`src/rtl/sprite_overlay_fetch_pkg.sv`:
```
// Shared types and constants for the sprite overlay fetch block: pixel type,
// default sprite geometry, colour key, pipeline latency and FSM encoding.
package sprite_overlay_fetch_pkg;

  typedef logic [15:0] rgb565_t;

  localparam int unsigned SPR_W_DEF   = 90;
  localparam int unsigned SPR_H_DEF   = 90;
  localparam rgb565_t     KEY_COLOR_DEF = 16'hF81F;
  localparam int unsigned LATENCY     = 2;

  localparam logic [1:0] ST_IDLE     = 2'd0;
  localparam logic [1:0] ST_WAIT_TOP = 2'd1;
  localparam logic [1:0] ST_DRAW     = 2'd2;
  localparam logic [1:0] ST_DONE     = 2'd3;

  function automatic logic is_opaque(input rgb565_t texel, input rgb565_t key);
    return (texel != key);
  endfunction

endpackage

```
`src/rtl/sprite_overlay_fetch_delay_line.sv`:
```
// Parameterised N-stage register pipe with asynchronous reset, used to keep
// side-band pixel data aligned with the ROM read latency.
module sprite_delay_line #(
  parameter int unsigned WIDTH = 1,
  parameter int unsigned DEPTH = 1
) (
  input  logic             clk,
  input  logic             rst,
  input  logic [WIDTH-1:0] din_i,
  output logic [WIDTH-1:0] dout_o
);

  logic [WIDTH-1:0] pipe_q [DEPTH];

  always_ff @(posedge clk or posedge rst) begin
    if (rst) begin
      for (int i = 0; i < int'(DEPTH); i++) begin
        pipe_q[i] <= '0;
      end
    end else begin
      pipe_q[0] <= din_i;
      for (int i = 1; i < int'(DEPTH); i++) begin
        pipe_q[i] <= pipe_q[i-1];
      end
    end
  end

  assign dout_o = pipe_q[DEPTH-1];

endmodule

```
`src/rtl/sprite_overlay_fetch.sv`:
```
// Sprite ROM address generator and colour-keyed overlay; outputs trail the
// pixel inputs by LATENCY cycles so delayed upstream timing stays aligned.
module sprite_overlay_fetch
  import sprite_overlay_fetch_pkg::*;
#(
  parameter int unsigned SPR_W     = SPR_W_DEF,
  parameter int unsigned SPR_H     = SPR_H_DEF,
  parameter int unsigned ADDR_W    = 13,
  parameter int unsigned COORD_W   = 10,
  parameter rgb565_t     KEY_COLOR = KEY_COLOR_DEF
) (
  input  logic               clk,
  input  logic               rst,
  input  logic               frame_start,
  input  logic               de,
  input  logic [COORD_W-1:0] pix_x,
  input  logic [COORD_W-1:0] pix_y,
  input  logic [15:0]        bg_pixel,
  input  logic               spr_en,
  input  logic [COORD_W-1:0] spr_x,
  input  logic [COORD_W-1:0] spr_y,
  output logic [ADDR_W-1:0]  rom_addr,
  input  logic [15:0]        rom_data,
  output logic [15:0]        pix_out,
  output logic               pix_de,
  output logic               spr_hit
);

  localparam int unsigned XW = COORD_W + 1;

  logic [1:0]         state_q, state_d;
  logic               en_q;
  logic [COORD_W-1:0] x_q, y_q, prev_y_q;
  logic [ADDR_W-1:0]  row_base_q, row_base_d, row_eff_s;
  logic [ADDR_W-1:0]  addr_q;

  logic [XW-1:0]      x_end_s, y_end_s;
  logic [COORD_W-1:0] col_s;
  logic               y_changed_s, top_hit_s, bottom_s, draw_now_s, inside_s;

  logic               inside_d1, de_d1;
  rgb565_t            bg_d1;
  logic [15:0]        pix_out_q, pix_out_d;
  logic               pix_de_q, spr_hit_q, spr_hit_d;

  // Extents computed one bit wider so x_l+SPR_W cannot wrap.
  assign x_end_s     = {1'b0, x_q} + XW'(SPR_W);
  assign y_end_s     = {1'b0, y_q} + XW'(SPR_H);
  assign y_changed_s = (pix_y != prev_y_q);
  assign top_hit_s   = de && (pix_y == y_q);
  assign bottom_s    = y_changed_s && ({1'b0, pix_y} == y_end_s);
  assign col_s       = pix_x - x_q;

  always_comb begin
    draw_now_s = 1'b0;
    if (frame_start || !en_q) begin
      draw_now_s = 1'b0;
    end else begin
      case (state_q)
        ST_WAIT_TOP: draw_now_s = top_hit_s;
        ST_DRAW:     draw_now_s = !bottom_s;
        default:     draw_now_s = 1'b0;
      endcase
    end
  end

  assign inside_s = draw_now_s && de &&
                    ({1'b0, pix_x} >= {1'b0, x_q}) &&
                    ({1'b0, pix_x} < x_end_s);

  // A new row's first pixel already uses the advanced base, so x_l=0 works.
  always_comb begin
    row_eff_s = row_base_q;
    if ((state_q == ST_DRAW) && y_changed_s) begin
      row_eff_s = row_base_q + ADDR_W'(SPR_W);
    end else begin
      row_eff_s = row_base_q;
    end
  end

  assign rom_addr = inside_s ? (row_eff_s + ADDR_W'(col_s)) : addr_q;

  always_comb begin
    state_d    = state_q;
    row_base_d = row_base_q;
    if (frame_start) begin
      state_d    = spr_en ? ST_WAIT_TOP : ST_IDLE;
      row_base_d = '0;
    end else begin
      case (state_q)
        ST_IDLE: state_d = ST_IDLE;
        ST_WAIT_TOP: begin
          if (top_hit_s) begin
            state_d = ST_DRAW;
          end else begin
            state_d = ST_WAIT_TOP;
          end
        end
        ST_DRAW: begin
          if (bottom_s) begin
            state_d = ST_DONE;
          end else begin
            state_d    = ST_DRAW;
            row_base_d = row_eff_s;
          end
        end
        ST_DONE: state_d = ST_DONE;
        default: state_d = ST_IDLE;
      endcase
    end
  end

  always_ff @(posedge clk or posedge rst) begin
    if (rst) begin
      state_q    <= ST_IDLE;
      en_q       <= 1'b0;
      x_q        <= '0;
      y_q        <= '0;
      prev_y_q   <= '0;
      row_base_q <= '0;
      addr_q     <= '0;
    end else begin
      state_q    <= state_d;
      row_base_q <= row_base_d;
      prev_y_q   <= pix_y;
      addr_q     <= rom_addr;
      if (frame_start) begin
        en_q <= spr_en;
        x_q  <= spr_x;
        y_q  <= spr_y;
      end else begin
        en_q <= en_q;
        x_q  <= x_q;
        y_q  <= y_q;
      end
    end
  end

  sprite_delay_line #(
    .WIDTH (18),
    .DEPTH (LATENCY - 1)
  ) u_stage1 (
    .clk    (clk),
    .rst    (rst),
    .din_i  ({inside_s, de, bg_pixel}),
    .dout_o ({inside_d1, de_d1, bg_d1})
  );

  always_comb begin
    spr_hit_d = inside_d1 && is_opaque(rom_data, KEY_COLOR);
    pix_out_d = 16'h0000;
    if (!de_d1) begin
      pix_out_d = 16'h0000;
    end else if (spr_hit_d) begin
      pix_out_d = rom_data;
    end else begin
      pix_out_d = bg_d1;
    end
  end

  always_ff @(posedge clk or posedge rst) begin
    if (rst) begin
      pix_out_q <= 16'h0000;
      pix_de_q  <= 1'b0;
      spr_hit_q <= 1'b0;
    end else begin
      pix_out_q <= pix_out_d;
      pix_de_q  <= de_d1;
      spr_hit_q <= spr_hit_d && de_d1;
    end
  end

  assign pix_out = pix_out_q;
  assign pix_de  = pix_de_q;
  assign spr_hit = spr_hit_q;

endmodule

```
`config.mk`:
```
export PLATFORM = sky130hd
export DESIGN_NAME = sprite_overlay_fetch
export DESIGN_NICKNAME = d
export VERILOG_FILES = /design/src/rtl/sprite_overlay_fetch_pkg.sv /design/src/rtl/sprite_overlay_fetch_delay_line.sv /design/src/rtl/sprite_overlay_fetch.sv
export SDC_FILE = /design/constraint.sdc
export NUM_CORES = 1
export LEC_CHECK = 0
export ABC_AREA = 1
export CORE_MARGIN = 1
export CORE_UTILIZATION = 57
export DETAILED_ROUTE_END_ITERATION = 6
export HOLD_SLACK_MARGIN = 0.12
export PLACE_DENSITY = 0.86
export SLEW_MARGIN = 20
export SYNTH_ARGS = -nofsm -noshare
export SYNTH_HDL_FRONTEND = slang
export SYNTH_HIERARCHICAL = 1
export SYNTH_SLANG_ARGS = --single-unit
```
`constraint.sdc`:
```
create_clock -name clk -period 5.41 [get_ports clk]
set_input_delay 0.541 -clock clk [delete_from_list [all_inputs] [get_ports clk]]
set_output_delay 0.541 -clock clk [all_outputs]
set_load 0.005 [all_outputs]
```
### Yosys cells after proc, flatten, opt, wreduce, memory -nomap -nowiden

Index checks and enable logic that the tools add are counted.

* register bits after elaboration: 95
* output and inout bits: 31
* word-level logic and storage cells: 54

* $add $sub $neg: 5
* magnitude comparators: 2
* eq/ne operators: 8
* muxes and demuxes: 14
* reduce and logical (&&, ||, !) cells: 14

Operator list (count)
* $mux 13: 5
* $mux 16: 2
* $add 10x7->11 const B: 2
* $ne 16x16->1 const B: 1
* $add 13x10->13: 1
* $add 13x7->13 const B: 1
* $eq 10x11->1: 1
* $lt 10x11->1: 1
* $eq 10x10->1: 1
* $ge 10x10->1: 1
* $ne 10x10->1: 1
* $sub 10x10->10: 1
* $logic_and 1x1->1: 8
* $pmux 2 s4: 1
* $eq 2x2->1 const B: 2
* $mux 2: 2
* $mux 1: 3
* $eq 2x1->1 const B: 1
* $logic_not 1->1: 2
* $logic_not 2->1: 1
* $ne 2x2->1 const B: 1
* $pmux 1 s2: 1
* $reduce_and 2->1: 1
* $reduce_bool 2->1: 1
* $logic_or 1x1->1: 1

### Longest topological paths before layout

Gate-level depths: netlist of run 1.

* depth in word-level cells: 10
* depth in mapped cells: 23
* gate-level depth less buffers: 22

### Cells and area by module

The synthesis of run 1 kept the hierarchy.

Modules (own cells, without submodules)
* sprite_overlay_fetch: instances 1, cells each 677, area an instance 5052.3 sq um, sequential area each 1901.8 sq um
* sprite_delay_line: instances 1, cells each 19, area an instance 454.2 sq um, sequential area each 450.4 sq um

### Least setup slack after synthesis of run 1

OpenSTA, ideal clock, no wires.

* path kind: input port to output port
* start: input port pix_x[0]
* end: output port rom_addr[12]
* arrival: 3.015 ns
* required time: 4.869 ns
* path slack: 1.854 ns
* stages: 17
* buffers on the path: 0
* path through: inv_1 ha_1 inv_1 fa_1 a31oi_1 o21ai_0 a31oi_1 xnor2_1 ha_1 nand2_1 nor2_1 nand3_1 nand3_1 nand3_1 o21ai_0 nand2_1 o21ai_1

* cells in the longest elaborated chain, start to end: 4
* elaborated cells on any way between the ends: 7
* classes of those cells: add/sub: 2; order compare: 2; mux: 1; reduce/logical: 2

RTL lines
* start, declared: RTL line sprite_overlay_fetch.sv:16 `input logic [COORD_W-1:0] pix_x,`
* branches (longest 3 deep; another with $add 13x10->13)
* $mux 13 *: RTL line sprite_overlay_fetch.sv:81 `assign rom_addr = inside_s ? (row_eff_s + ADDR_W'(col_s)) : addr_q;`
* end, declared: RTL line sprite_overlay_fetch.sv:22 `output logic [ADDR_W-1:0] rom_addr,`

Mark *: on every way between the ends.

### Worst setup path in the final report of run 1

* start: input port pix_x[2]
* end: output port rom_addr[12]

The elaborated chain is that of the path after synthesis.

==> results by group, run 1 <==
Clock tree
  • Root buf cell: sky130_fd_sc_hd__clkbuf_8
  • H-tree depth reported by CTS: 3
  • CTS tree: yes
  • Clock buffers created by TritonCTS: 9
  • Post-CTS resize count: 0
  • Later-pin clock latency in the skew report: 370 ps
  • TritonCTS Sinks: 94
  • Clock-pin slew reported for the worst setup and hold paths after clock tree synthesis: ~100 ps
  • CTS Hold Buffers Added: 0
  • Clock tree buffer depth: 2
  • Setup Buffers After CTS: 0

Drt
  • Initial drt markers: approximately 220
  • Final routed wire length divided by cell count: 13.2 um
  • Total wirelength of the detailed-routed design: between 10 and 15 mm
  • Residual DRC count: 0
  • Post-DR vias/cell: about 5.1
  • Vias: roughly 4800
  • Post-detailed-route count of antenna-violating nets: 0
  • Number of search-and-repair iterations in the first detailed-routing pass: 6

Status
  • Status: completed

Floorplan
  • Cell Rows: 35
  • Chip Width: ~100 um
  • Number of ports placed on the die boundary: 108
  • Initial standard-cell utilization of the core: between 50% and 60%
  • Core Box Area: around 9300 um^2
  • Die Footprint: 10100 um^2
  • Die height: approximately 100 um

Critical path
  • Master of the slowest instance on the critical path: sky130_fd_sc_hd__clkdlybuf4s50_1
  • Peak per-stage delay on the critical path: about 530 ps
  • Reg-to-reg slack, setup: around 1900 ps
  • Data arrival time of the critical path: roughly 4500 ps
  • Critical Path, Cell by Cell: clkdlybuf4s50_1, ha_1, a21oi_1, o21ai_0, a21oi_1, nor2_1, o21ai_0, nand2_1, xor2_1, inv_1, ha_1, nand2_1, nor2_1, nand3_1, nand3_1, nand3_1, o21ai_0, nand2_1, o21ai_1, clkdlybuf4s50_1
  • Critical path peak fanout: 6
  • CP startpoint kind: primary input
  • R2r endpoint: addr_q[12]
  • Path depth of the worst reg2reg path: 19
  • Worst R2R Start: x_q[2]
  • Setup Crit Path Kind: primary input to primary output
  • Kind of capture point of the worst setup path: primary output
  • Required time at the worst-slack endpoint: between 4000 and 5000 ps

Power and ir drop
  • Sequential group share of total power: ~47%
  • Power Total: 0.00162 W
  • Standby leakage power: between 3 and 4 nW
  • Power density over the cells: between 200 and 250 nW/um^2
  • Switching share of power: about 30%
  • Maximum vdd drop: 0.000144 V
  • Clock power share: between 30% and 40%
  • NetSw: a little under 0.0005 W
  • Int Pwr: about 0.0011 W
  • Combinational power share: 23.3%

STA
  • Unrepaired setup endpoints after global routing: no
  • Fmax: just under 0.2 GHz
  • Period utilisation layout: 93.2%
  • Max-slew headroom: 49.4%
  • Final number of max-transition violations: 0
  • Final worst hold slack: roughly 480 ps
  • Worst setup slack after layout: between 300 and 400 ps
  • Transition at the pin with the smallest max-transition slack: about 760 ps
  • Total setup violations reported at the end of the flow: 0
  • Number of endpoints with negative hold slack in the final report: 0
  • Clk_skew: 16.8 ps
  • Setup total negative slack: 0 ps
  • Final period demand of the worst path: approximately 5000 ps

Yosys
  • Synth warnings: 6
  • Netlist Area Pre-Place: approximately 5500 um^2
  • Primary flip-flop cell chosen by synthesis mapping: sky130_fd_sc_hd__dfrtp_1
  • Top cell type's share of synthesized area: roughly 43%
  • Count of different cell masters after synthesis: between 40 and 50
  • FF+latch count, synth: 94
  • Net count after synthesis: 809
  • Proportion of register bits with asynchronous set or reset after synthesis: 100%
  • Share of the yosys chip area belonging to registers: around 43%
  • Mapped Cells: approximately 700
  • Average size of a mapped cell: a little under 8 um^2
  • Area contributors post-synth: sky130_fd_sc_hd__dfrtp_1, sky130_fd_sc_hd__nand2_1, sky130_fd_sc_hd__ha_1, sky130_fd_sc_hd__inv_1, sky130_fd_sc_hd__nor2_1
  • Post-synthesis cell type with the largest combined area: sky130_fd_sc_hd__dfrtp_1
  • Post-synth EDFFs: 0

Layout
  • Fraction of layout cells with a size suffix above 1: about 4.7%
  • Leading cell types in the layout, fill and taps excluded: sky130_fd_sc_hd__nand2_1, sky130_fd_sc_hd__clkdlybuf4s50_1, sky130_fd_sc_hd__dfrtp_1
  • P&R area growth vs syn: 25.0%
  • Net count reported at finish: around 920
  • Most frequent standard cell in the layout excluding fill and tap cells: sky130_fd_sc_hd__nand2_1
  • Antenna Diode Count: 0
  • Fin area: around 7000 um^2

Global routing
  • Remaining global-route overflow: 0
  • Pin count of the biggest net entering global routing: 42
  • First-pass GRT wire length: 21.0 mm
  • Via count of the first global-routing pass: between 4000 and 5000
  • Combined global-route utilization of all metal layers: a little over a quarter
  • Antenna violations before repair: 0

Placed design
  • Detailed placer's ending HPWL: 9.42 mm
  • Worst setup timing slack at the placement stage: 447 ps
  • Routability cong.: between 0.9 and 1
  • Cell Area, Placed: about 6700 um^2
  • Port Buffers: about 110

Run
  • Max-cap check violation count: 0

Min path
  • Min-delay worst type: register to register
  • Start point of the worst hold path: addr_q[6]
  • Capture endpoint of the worst hold path: addr_q[6]
  • Cell depth of the worst min-delay path: 2
## synthesized netlist by cell type, types with 6 or more instances
cell and count:
sky130_fd_sc_hd__a21oi_1 24, sky130_fd_sc_hd__clkbuf_1 7, sky130_fd_sc_hd__dfrtp_1 94, sky130_fd_sc_hd__ha_1 35
sky130_fd_sc_hd__inv_1 83, sky130_fd_sc_hd__nand2_1 189, sky130_fd_sc_hd__nand3_1 34, sky130_fd_sc_hd__nand4_1 8
sky130_fd_sc_hd__nor2_1 67, sky130_fd_sc_hd__nor3_1 7, sky130_fd_sc_hd__o21ai_0 44, sky130_fd_sc_hd__o21ai_1 6
sky130_fd_sc_hd__o21ai_2 9, sky130_fd_sc_hd__o22ai_1 10, sky130_fd_sc_hd__xnor2_1 16, sky130_fd_sc_hd__xor2_1 28
## logic make-up (layout without fill, tap and decap cells)
kind of cell	after synthesis	after routing	synth area share, %
simple gates	318	318	23.9
fa+ha+maj	36	36	8.32
xor+xnor	44	44	7.00
buf+inv	100	212	7.32
flops	94	94	42.7
compound gates	104	104	10.8
## power groups by stage
| stage | Clock [W] | Combinational [W] | Sequential (W) |
|---|---|---|---|
| final | 0.000486 | 0.000378 | 0.000755 |
| after global routing | 0.000524 | 0.000424 | 0.000759 |
| after CTS | 0.000497 | 0.000378 | 0.000755 |
| after detailed placement | 0 | 0.000374 | 0.000769 |
| after global placement | 0 | 0.000363 | 0.000768 |
| after floorplan | 0 | 0.000242 | 0.000764 |
## per-stage QoR
step	util [%]	std cells
6_report	74.2	937
4_1_cts	74.1	937
3_5_place_dp	71.9	921
3_3_place_gp	71.9	921
2_1_floorplan	-	696
5_1_grt	74.2	937
## worst max path at each step
stage                   from            to  slack, ps  depth (start not counted)
finish              pix_x[2]  rom_addr[12]        370                         20
global route        pix_x[2]  rom_addr[12]         30                         20
CTS                 pix_x[2]  rom_addr[12]        440                         20
detailed placement  pix_x[2]  rom_addr[12]        450                         20
global placement    pix_x[2]  rom_addr[12]        520                         20
floorplan           pix_x[0]  rom_addr[12]       1850                         17
## critical path: cells and delay by family
kind	cells	cell delay, ps
AO/OA/AOI/OAI	6	1090
AND/OR/NAND/NOR	8	870
adder cells (fa/ha/maj)	2	760
XOR/XNOR	1	160
buffers and inverters	3	1070
## sequential cells by signal (all words and copies together) (netlist names), 2 cells and up
register,flops
addr_q,13
pix_out,16
prev_y_q,10
row_base_q,12
state_q,2
u_stage1/dout_o,18
x_q,10
y_q,10
## final cells by class
cell class,instances,area [um^2]
Clock buffer,11,141
Clock inverter,5,63.8
Multi-Input combinational cell,502,2750
Sequential cell,94,2350
Fill cell,729,2400
Inverter,87,327
Timing Repair Buffer,109,1090
Tap cell,129,161
## routing by layer
layer	vias to the layer above	part of all wire (%)	global-route usage, %
met3	34	3.9	5.22
li1	2445	-	-
met5	-	0	0
met4	0	3.0	11.8
met2	109	49	44.7
met1	2224	44	33.3
Power figures use the tool's default switching activity.
==> run 2: changes to the inputs <==
--- a/config.mk
+++ b/config.mk
@@ -7,12 +7,12 @@
 export LEC_CHECK = 0
 export ABC_AREA = 1
 export CORE_MARGIN = 1
-export CORE_UTILIZATION = 57
+export CORE_UTILIZATION = 30
 export DETAILED_ROUTE_END_ITERATION = 6
 export HOLD_SLACK_MARGIN = 0.12
-export PLACE_DENSITY = 0.86
+export PLACE_DENSITY = 0.5
+export SKIP_CTS_REPAIR_TIMING = 1
 export SLEW_MARGIN = 20
 export SYNTH_ARGS = -nofsm -noshare
 export SYNTH_HDL_FRONTEND = slang
-export SYNTH_HIERARCHICAL = 1
 export SYNTH_SLANG_ARGS = --single-unit
==> run 2 against run 1 <==
  * The flow now finishes with violations (design-rule violations)
  * Global-route usage is 12 points lower
  * Die area is 91% higher
  * Sequential cell count stayed put
  * Fmax is 4.9% higher
  * Sequential share of layout area is 1.6 points lower
  * Non-clock buffer count stayed put
  * Combinational power is 2% lower
  * Cell count is 12% higher
  * First-iteration DRC count is 26% lower
  * Hold slack worse by 1.7 ps
  * Critical path type unchanged
  * Highest routed layer unchanged
==> results by group, run 2 <==
Power and ir drop
  • Power density over the cells: 250 nW/um^2 (+6.5%)
  • Standby leakage power: 3.50 nW (+3.1%)
  • Maximum vdd drop: 0.000143 V (-0.35%)

Clock tree
  • TritonCTS Sinks: 94 (unchanged)
  • Root buf cell: sky130_fd_sc_hd__clkbuf_16
  • CTS tree: yes
  • H-tree depth reported by CTS: 3 (unchanged)
  • Clock-pin slew reported for the worst setup and hold paths after clock tree synthesis: 70 ps (-30 ps)
  • Clock tree buffer depth: 2 (unchanged)
  • Clock buffers created by TritonCTS: 9 (unchanged)
  • Later-pin clock latency in the skew report: 360 ps (about the same)

Drt
  • Initial drt markers: 163 (-26%)
  • Vias: 4692 (-2.5%)
  • Final routed wire length divided by cell count: 12.6 um (-4.3%)
  • Post-detailed-route count of antenna-violating nets: 0 (unchanged)
  • Number of search-and-repair iterations in the first detailed-routing pass: 7 (+1)
  • Total wirelength of the detailed-routed design: 13.3 mm (+7.2%)
  • Post-DR vias/cell: 4.47 (-13%)
  • Residual DRC count: 9 (+9)

Critical path
  • Worst setup path startpoint: pix_y[8]
  • Worst R2R Start: x_q[2]
  • Reg-to-reg slack, setup: 2090 ps (+190 ps)
  • Required time at the worst-slack endpoint: 4870 ps (about the same)
  • Kind of capture point of the worst setup path: primary output
  • Data arrival time of the critical path: 4260 ps (-240 ps)
  • CP startpoint kind: primary input
  • Critical path peak fanout: 15 (+9)
  • Setup Crit Path Kind: primary input to primary output

Status
  • Violated checks: design-rule violations
  • Status: complete, but fails checks

Global routing
  • Antenna violations before repair: 0 (unchanged)
  • Via count of the first global-routing pass: 4563 (-3.0%)
  • Remaining global-route overflow: 0 (unchanged)
  • First-pass GRT wire length: 22.2 mm (+5.8%)
  • Combined global-route utilization of all metal layers: 14.7% (-12 points)
  • Pin count of the biggest net entering global routing: 58 (+38%)

STA
  • Fmax: 0.208 GHz (+4.9%)
  • Setup total negative slack: 0 ps (unchanged)
  • Number of endpoints with negative hold slack in the final report: 0 (unchanged)
  • Transition at the pin with the smallest max-transition slack: 751 ps (-5.90 ps)
  • Final number of max-transition violations: 0 (unchanged)
  • Period utilisation layout: 88.8% (-4.3 points)
  • Final worst hold slack: 477 ps (-1.71 ps)
  • Final period demand of the worst path: 4810 ps (-235 ps)
  • Unrepaired setup endpoints after global routing: no
  • Total setup violations reported at the end of the flow: 0 (unchanged)
  • Clk_skew: 7.11 ps (-9.68 ps)
  • Worst setup slack after layout: 604 ps (+235 ps)
  • Max-slew headroom: 49.9% (+0.47 points)

Layout
  • Leading cell types in the layout, fill and taps excluded: sky130_fd_sc_hd__nand2_1, sky130_fd_sc_hd__clkdlybuf4s50_1, sky130_fd_sc_hd__dfrtp_1
  • P&R area growth vs syn: 28.8%
  • Post-route non-filler standard cell count: 1050 (+12%)
  • Antenna Diode Count: 0 (unchanged)
  • Net count reported at finish: 929 (+1.4%)
  • Fraction of layout cells with a size suffix above 1: 7.67% (+3.0 points)
  • Most frequent standard cell in the layout excluding fill and tap cells: sky130_fd_sc_hd__nand2_1
  • Max reg flops: 18 (unchanged)

Yosys
  • FF+latch count, synth: 94 (unchanged)
  • Count of different cell masters after synthesis: 43 (+4.9%)
  • Share of the yosys chip area belonging to registers: 42.0% (-0.72 points)
  • Post-synth EDFFs: 0 (unchanged)
  • Synth warnings: 0 (-6)
  • Most common cell in the synthesized netlist: sky130_fd_sc_hd__nand2_1
  • Net count after synthesis: 822 (+1.6%)
  • Post-synthesis cell type with the largest combined area: sky130_fd_sc_hd__dfrtp_1
  • Area contributors post-synth: sky130_fd_sc_hd__dfrtp_1, sky130_fd_sc_hd__nand2_1, sky130_fd_sc_hd__ha_1, sky130_fd_sc_hd__inv_1, sky130_fd_sc_hd__o21ai_0
  • Primary flip-flop cell chosen by synthesis mapping: sky130_fd_sc_hd__dfrtp_1
  • Average size of a mapped cell: 7.90 um^2 (-0.16%)
  • Mapped Cells: 709 (+1.9%)
  • Proportion of register bits with asynchronous set or reset after synthesis: 100% (unchanged)
  • Most frequent cells after synthesis: sky130_fd_sc_hd__nand2_1, sky130_fd_sc_hd__dfrtp_1, sky130_fd_sc_hd__inv_1
  • Netlist Area Pre-Place: 5600 um^2 (+1.7%)
  • Top cell type's share of synthesized area: 42.0% (-0.72 points)

Floorplan
  • Chip Width: 139 um (+38%)
  • Number of ports placed on the die boundary: 108 (unchanged)
  • Core Box Area: 18100 um^2 (+95%)
  • Initial standard-cell utilization of the core: 30.9% (-28 points)
  • Die height: 139 um (+38%)
  • Cell Rows: 49 (+40%)
  • Die Footprint: 19200 um^2 (+91%)

Min path
  • Start point of the worst hold path: addr_q[5]
  • Min-delay worst type: register to register

Placed design
  • Detailed placer's ending HPWL: 9.98 mm (+5.9%)
  • Worst setup timing slack at the placement stage: 549 ps (+102 ps)
  • Cell count after placement: 1034 (+12%)
  • Port Buffers: 107 (unchanged)
  • Routability cong.: 0.820 (-11%)

Run
  • Max-cap check violation count: 0 (unchanged)
==> run 2: cell types whose count changed after synthesis, moves of 3 or more <==
cell and change:
sky130_fd_sc_hd__a21oi_1 -4, sky130_fd_sc_hd__inv_1 -3, sky130_fd_sc_hd__inv_2 +5, sky130_fd_sc_hd__nand2_1 +6, sky130_fd_sc_hd__nand2_2 +10, sky130_fd_sc_hd__nor2_1 -7
sky130_fd_sc_hd__o21ai_0 +7, sky130_fd_sc_hd__xnor2_1 -10
==> run 2: per-layer routing <==
metal	GRT usage [%]	part of all wire [%]	vias up	routed length, um
met5	0	0	-	0
met4	5.44	0.93	0	124
met3	3.18	3.7	7	485
met2	24.1	46	89	6080
met1	19.0	50	2107	6580
li1	-	-	2489	-
==> run 2: cell type report <==
| cell class | count | area [um^2] |
|---|---|---|
| Fill cell | 1900 | 10900 |
| Sequential cell | 94 | 2350 |
| Timing Repair Buffer | 109 | 1090 |
| Clock inverter | 7 | 86.3 |
| Tap cell | 229 | 287 |
| Multi-Input combinational cell | 512 | 2840 |
| Inverter | 90 | 340 |
| Clock buffer | 9 | 225 |
==> run 2: cells by family (layout without fill, tap and decap cells) <==
| family | count (synthesis) | in the layout | synth area share [%] |
|---|---|---|---|
| adders and majority gates | 36 | 36 | 8.18 |
| buffers and inverters | 103 | 215 | 7.31 |
| AOI/OAI and AO/OA | 111 | 111 | 11.6 |
| DFF | 94 | 94 | 42.0 |
| and+or+nand+nor | 330 | 330 | 25.3 |
| xor gates and xnor gates | 35 | 35 | 5.61 |
==> run 2: worst paths after layout <==
| path | end | depth (start not counted) |
|---|---|---|
| min reg2reg | addr_q[5] | 2 |
| max | rom_addr[12] | 23 |
| max reg2reg | addr_q[12] | 22 |
| max in group asynchronous | state_q[0] | 3 |
| min | addr_q[5] | 2 |
| min in group asynchronous | pix_de | 2 |
==> run 2: power breakdown <==
group	total [W]	switching [W]	internal, W
Combinational	0.000372	0.000206	0.000166
Clock	0.000681	0.000311	0.000369
Sequential	0.000754	0.0000206	0.000734
Total	0.00181	0.000538	0.00127
==> run 2: worst max-delay path, stage by stage <==
cell and delay [ps]:
sky130_fd_sc_hd__clkdlybuf4s50_1 500, sky130_fd_sc_hd__nand2_1 110, sky130_fd_sc_hd__clkinv_1 60, sky130_fd_sc_hd__nor2_1 80
sky130_fd_sc_hd__nor2_1 50, sky130_fd_sc_hd__nand2_1 140, sky130_fd_sc_hd__nor2_4 60, sky130_fd_sc_hd__nor2_2 440
sky130_fd_sc_hd__o21ai_0 220, sky130_fd_sc_hd__xor2_1 210, sky130_fd_sc_hd__inv_1 60, sky130_fd_sc_hd__ha_1 360
sky130_fd_sc_hd__nand2_1 110, sky130_fd_sc_hd__nor2_1 160, sky130_fd_sc_hd__nand3_1 100, sky130_fd_sc_hd__nand3_1 120
sky130_fd_sc_hd__inv_1 60, sky130_fd_sc_hd__nor2_1 100, sky130_fd_sc_hd__nand3_1 70, sky130_fd_sc_hd__nand2_1 70
sky130_fd_sc_hd__nand2_1 50, sky130_fd_sc_hd__nand2_1 80, sky130_fd_sc_hd__clkdlybuf4s50_1 520
==> run 2: stage by stage <==
stage	util (%)	cell area (um^2)	total power, W
after floorplan	-	5600	0.00100
after global placement	38.0	6900	0.00115
after detailed placement	38.0	6900	0.00115
after CTS	39.8	7220	0.00185
after global routing	39.8	7220	0.00192
final	39.8	7220	0.00181
